$ cat src/rtl/instr_enc_pkg.sv
// ============================================================================
// Module  : instr_enc_pkg
// Purpose : Shared op enum, opcode/funct constants, memory geometry, FSM state.
// Rev     : 1.0  initial release
// ============================================================================
`default_nettype none

package instr_enc_pkg;

    typedef enum logic [3:0] {
        OP_NOP  = 4'd0,
        OP_ADDU = 4'd1,
        OP_SUBU = 4'd2,
        OP_ORI  = 4'd3,
        OP_LUI  = 4'd4,
        OP_LW   = 4'd5,
        OP_SW   = 4'd6,
        OP_BEQ  = 4'd7,
        OP_JAL  = 4'd8,
        OP_JR   = 4'd9
    } op_e;

    localparam logic [5:0] OPC_SPECIAL = 6'b000000;
    localparam logic [5:0] OPC_ORI     = 6'b001101;
    localparam logic [5:0] OPC_LUI     = 6'b001111;
    localparam logic [5:0] OPC_LW      = 6'b100011;
    localparam logic [5:0] OPC_SW      = 6'b101011;
    localparam logic [5:0] OPC_BEQ     = 6'b000100;
    localparam logic [5:0] OPC_JAL     = 6'b000011;

    localparam logic [5:0] FUNCT_ADDU  = 6'b100001;
    localparam logic [5:0] FUNCT_SUBU  = 6'b100011;
    localparam logic [5:0] FUNCT_JR    = 6'b001000;

    localparam int          IM_DEPTH = 1024;
    localparam int          ADDR_W   = 10;
    localparam int          CNT_W    = 11;
    localparam logic [31:0] PC_BASE  = 32'h0000_3000;

    typedef enum logic [1:0] {
        S_IDLE  = 2'd0,
        S_WRITE = 2'd1,
        S_FULL  = 2'd2
    } state_e;

endpackage

`default_nettype wire

$ cat src/rtl/instr_field_pack.sv
// ============================================================================
// Module  : instr_field_pack
// Purpose : Combinational packing of op + register/immediate fields into a word.
// Rev     : 1.0  initial release
// ============================================================================
`default_nettype none

module instr_field_pack (
    input  logic [3:0]  op_i,
    input  logic [4:0]  rs_i,
    input  logic [4:0]  rt_i,
    input  logic [4:0]  rd_i,
    input  logic [15:0] imm_i,
    input  logic [25:0] target_i,
    output logic [31:0] word_o,
    output logic        legal_o
);
    import instr_enc_pkg::*;

    always_comb begin
        word_o  = '0;
        legal_o = 1'b1;
        case (op_e'(op_i))
            OP_NOP:  word_o = '0;
            OP_ADDU: word_o = {OPC_SPECIAL, rs_i, rt_i, rd_i, 5'd0, FUNCT_ADDU};
            OP_SUBU: word_o = {OPC_SPECIAL, rs_i, rt_i, rd_i, 5'd0, FUNCT_SUBU};
            OP_ORI:  word_o = {OPC_ORI, rs_i, rt_i, imm_i};
            OP_LUI:  word_o = {OPC_LUI, 5'd0, rt_i, imm_i};
            OP_LW:   word_o = {OPC_LW, rs_i, rt_i, imm_i};
            OP_SW:   word_o = {OPC_SW, rs_i, rt_i, imm_i};
            OP_BEQ:  word_o = {OPC_BEQ, rs_i, rt_i, imm_i};
            OP_JAL:  word_o = {OPC_JAL, target_i};
            OP_JR:   word_o = {OPC_SPECIAL, rs_i, 15'd0, FUNCT_JR};
            default: legal_o = 1'b0;
        endcase
    end

endmodule

`default_nettype wire

$ cat src/rtl/instr_encoder.sv
// ============================================================================
// Module  : instr_encoder
// Purpose : Accepts encode requests and streams packed words into instruction
//           memory. Define INSTR_ENC_ILLEGAL_CHECK_EN to drop illegal ops and
//           flag err instead of writing them as NOP.
// Rev     : 1.0  initial release
// ============================================================================
`default_nettype none

module instr_encoder (
    input  logic        clk,
    input  logic        reset,
    input  logic        clr,
    input  logic        req_valid,
    output logic        req_ready,
    input  logic [3:0]  req_op,
    input  logic [4:0]  req_rs,
    input  logic [4:0]  req_rt,
    input  logic [4:0]  req_rd,
    input  logic [15:0] req_imm,
    input  logic [25:0] req_target,
    output logic        im_we,
    output logic [9:0]  im_addr,
    output logic [31:0] im_wdata,
    output logic [31:0] pc_out,
    output logic [10:0] count,
    output logic        full,
    output logic        err
);
    import instr_enc_pkg::*;

    state_e              state_q, state_d;
    logic [CNT_W-1:0]    count_q, count_d;
    logic                err_q, err_d;
    logic                we_q, we_d;
    logic [ADDR_W-1:0]   addr_q, addr_d;
    logic [31:0]         wdata_q, wdata_d;
    logic [31:0]         pc_q, pc_d;

    logic [31:0]         pack_word;
    logic                pack_legal;
    logic                accept;
    logic                do_write;
    logic                set_err;
    logic [31:0]         write_word;

    instr_field_pack u_pack (
        .op_i     (req_op),
        .rs_i     (req_rs),
        .rt_i     (req_rt),
        .rd_i     (req_rd),
        .imm_i    (req_imm),
        .target_i (req_target),
        .word_o   (pack_word),
        .legal_o  (pack_legal)
    );

    assign req_ready = (state_q != S_FULL) && !clr && !reset;
    assign accept    = req_valid && req_ready;

`ifdef INSTR_ENC_ILLEGAL_CHECK_EN
    assign do_write   = accept && pack_legal;
    assign set_err    = accept && !pack_legal;
    assign write_word = pack_word;
`else
    assign do_write   = accept;
    assign set_err    = 1'b0;
    assign write_word = pack_legal ? pack_word : 32'h0;
`endif

    always_comb begin
        state_d = state_q;
        count_d = count_q;
        err_d   = err_q;
        we_d    = 1'b0;
        addr_d  = addr_q;
        wdata_d = wdata_q;
        pc_d    = pc_q;

        if (do_write) begin
            we_d    = 1'b1;
            addr_d  = count_q[ADDR_W-1:0];
            wdata_d = write_word;
            pc_d    = PC_BASE + {20'd0, count_q[ADDR_W-1:0], 2'b00};
            count_d = count_q + CNT_W'(1);
        end
        if (set_err) begin
            err_d = 1'b1;
        end

        case (state_q)
            S_IDLE:  if (accept) state_d = S_WRITE;
            S_WRITE: state_d = accept ? S_WRITE : S_IDLE;
            S_FULL:  state_d = S_FULL;
            default: state_d = S_IDLE;
        endcase
        // Reaching depth raises full on the same edge that presents the last write.
        if (count_d == CNT_W'(IM_DEPTH)) begin
            state_d = S_FULL;
        end

        if (clr) begin
            count_d = '0;
            err_d   = 1'b0;
            state_d = S_IDLE;
        end
    end

    always_ff @(posedge clk) begin
        if (reset) begin
            state_q <= S_IDLE;
            count_q <= '0;
            err_q   <= 1'b0;
            we_q    <= 1'b0;
            addr_q  <= '0;
            wdata_q <= '0;
            pc_q    <= PC_BASE;
        end else begin
            state_q <= state_d;
            count_q <= count_d;
            err_q   <= err_d;
            we_q    <= we_d;
            addr_q  <= addr_d;
            wdata_q <= wdata_d;
            pc_q    <= pc_d;
        end
    end

    assign im_we    = we_q;
    assign im_addr  = addr_q;
    assign im_wdata = wdata_q;
    assign pc_out   = pc_q;
    assign count    = count_q;
    assign full     = (state_q == S_FULL);
    assign err      = err_q;

endmodule

`default_nettype wire

$ cat config.mk
export PLATFORM = sky130hd
export DESIGN_NAME = instr_encoder
export DESIGN_NICKNAME = d
export VERILOG_FILES = /design/src/rtl/instr_enc_pkg.sv /design/src/rtl/instr_field_pack.sv /design/src/rtl/instr_encoder.sv
export SDC_FILE = /design/constraint.sdc
export NUM_CORES = 1
export LEC_CHECK = 0
export BUFFER_PORTS_ARGS = -buffer_cell sky130_fd_sc_hd__buf_4
export CAP_MARGIN = 40
export CORE_AREA = 2 2 83 85
export CTS_BUF_LIST = sky130_fd_sc_hd__clkbuf_8 sky130_fd_sc_hd__clkbuf_16
export DETAILED_ROUTE_END_ITERATION = 8
export DIE_AREA = 0 0 85 87
export PLACE_DENSITY = 0.89
export RECOVER_POWER = 25
export SYNTH_ARGS = -nofsm -noshare
export SYNTH_HDL_FRONTEND = slang
export SYNTH_SLANG_ARGS = --single-unit
$ cat constraint.sdc
create_clock -name clk -period 2.1 [get_ports clk]
set_input_delay 0.105 -clock clk [delete_from_list [all_inputs] [get_ports clk]]
set_output_delay 0.105 -clock clk [all_outputs]
set_load 0.01 [all_outputs]
==> run metrics <==
status complete, no violations; cell class contributing the biggest share of worst-path delay compound AO/OA/AOI/OAI gates; root buf cell clkbuf_8; CP Depth 6; H-tree depth 2; IO Pins 154; met1 usage 23.25%; die height 87 um; synthesis-to-layout area growth 30.47%; Placer Congestion 0.8959; drt pass-1 iters 4; pre-CTS WS 0.2508 ns; Port Buffer Count 129; area of the multi-input gates 1460 um2; YS warnings 0; ANT cells 0; Crit. End Element flop; DR iter-0 viols 70; crit-path max cell delay 0.51 ns; Mean Syn Cell Area 8.073 um2; GRT Overall Usage 19.72%; Final Max Slew Viols 0; total power 2.154 mW; Via Count 2851; Clk Latency, worst-skew pair 0.30 ns; CTS Hold Bufs 0; WS Path Type reg2reg; fillcell total 635; worst-margin pin slew 0.8668 ns; GRT Max-Usage Layer met2; first-pass GRT wire length 11850 um; ys flop type dfxtp_1; Worst-path clk slew 0.09 ns; final worst path period need 1.913 ns; cell count after placement 534; cell taking the most area after synthesis dfxtp_1; f_max 522.7 MHz; share of layout cells above drive strength 1 27.00%; Finished Layout Cells 543; chip width 85 um; Reg2Reg Depth 6; Hold Path Depth 2; Worst Setup Slack, final 0.1870 ns; total leakage power 1.609 nW; PD cells 577.6 nW/um2; final antenna-violating net count 0; Final Core Density 56.76%; post-CTS resize count 0; Nets 528; # setup viols final 0; Residual DRC 0; MaxCap Viol Count 0; worst min-delay path class in2reg; vias in the first global route 2563; Synth area leaders dfxtp_1 39%, buf_4 9.2%, nor2_1 7.4%, nand2_1 5.5%, a21oi_1 4.9%; post-synth top area share 38.53%; GR Layer Usage met2 36.43%; clock skew 0.005911 ns; CP bufs+invs 0; worst rel slew slack 41.77%; startpoint types flop; commonest non-fill, non-tap cell in the layout buf_4; dpl cell area 3701 um2; Worst Path Required 2.30 ns; most frequent cells in the layout 106 x buf_4, 56 x nor2_1, 55 x dfxtp_1; CTS tree built; Clock Sinks 55; die footprint 7395 um2; worst-path cell chain and4_1 > and3_1 > xor2_1 > o31ai_1 > o221ai_2 > o2111a_1; largest net degree at the start of global routing 42; FF+latch count, synth 55; area of all sequential standard cells 1101 um2; vias per inst 5.250; Mapped Area 2858 um2; Num CTS Buffers 5; # rows 30; hold_ws 0.08575 ns; Peak VDD IR 0.0003775 V; final wirelength 7661 um; Avg WL per Cell 14.11 um; CP max FO 9; Seq/Total Area, Yosys 38.53%; grt ovf 0; initial antenna violation count 0; Distinct cells, synth 46; Setup TNS 0 ns; GRT met3 Usage 4.360%; clk buf depth 2; Slowest cell on crit path dfxtp_1; HPWL Detailed 5820 um; crit path DAT 2.12 ns; Post-Synthesis Cells 354; total setup buffers inserted after CTS 0; Initial Util 43.50%; final hold viol count 0; core outline area 6569 um2; Final Cell Area 3729 um2; EDFF count, synth 0; unrepaired setup endpoints after global routing false; final period utilization 91.09%; asr flop ratio synth 0%
[cell usage after synthesis (3+ instances only)]
master and instances:
xnor2_1 6, inv_1 3, nor3_1 7, a222oi_1 5, a22o_1 12, a21oi_1 28, a22oi_1 18, buf_2 6
or3_1 4, nor2_1 56, nor3_2 3, nand2b_1 5, dfxtp_1 55, xor2_1 7, clkbuf_1 15, nand2_1 42
o22ai_1 5, buf_4 35, o21ai_0 4
[flip-flops by register name (all words and copies together), names as in the netlist]
signal and flops:
count 11, im_we 1, state_q 2, im_wdata 31
pc_out 10
[power breakdown]
group	total (mW)	internal [mW]	leakage (nW)	switching (mW)
Combinational	0.293	0.142	1.10	0.151
Sequential	1.06	1.05	0.444	0.00700
Clock	0.800	0.472	0.0695	0.328
[final timing paths]
kind,from,end,slack [ns]
min,req_valid,state_q[0],0.09
max reg2reg,count[2],state_q[0],0.19
max,count[2],state_q[0],0.19
min reg2reg,im_wdata[1],im_wdata[1],0.46
[metal layers]
| layer | vias to the layer above | part of all wire (%) |
|---|---|---|
| met3 | 11 | 6.2 |
| met4 | 0 | 1.4 |
| li1 | 1387 | - |
| met1 | 1332 | 41 |
| met5 | - | 0 |
| met2 | 121 | 52 |
[layout make-up]
| cell class | instances | share of cell area, % |
|---|---|---|
| clock buffers | 5 | 1.846 |
| clock inverters | 3 | 1.711 |
| inverters | 4 | 0.4027 |
| multi-input cells | 259 | 39.16 |
| flip-flops and latches | 55 | 29.53 |
| well taps | 80 | 2.685 |
| repair buffers | 137 | 24.66 |
[worst register-to-register path, stage by stage, from the launching register on]
cell and delay (ns):
dfxtp_1 0.51, and4_1 0.31, and3_1 0.24, xor2_1 0.11, o31ai_1 0.25, o221ai_2 0.15
o2111a_1 0.25
[cells by family (layout without fill, tap and decap cells)]
| family | count (synthesis) | in the layout | share of synthesized area, % |
|---|---|---|---|
| compound gates | 80 | 80 | 19.57 |
| xor+xnor | 13 | 13 | 3.984 |
| fa+ha+maj | 1 | 1 | 0.4378 |
| buf+inv | 62 | 149 | 13.27 |
| flops | 55 | 55 | 38.53 |
| mux | 2 | 2 | 0.7443 |
| other cells | 2 | 24 | 0.2628 |
| simple gates | 139 | 139 | 23.20 |
Power figures use the tool's default switching activity.
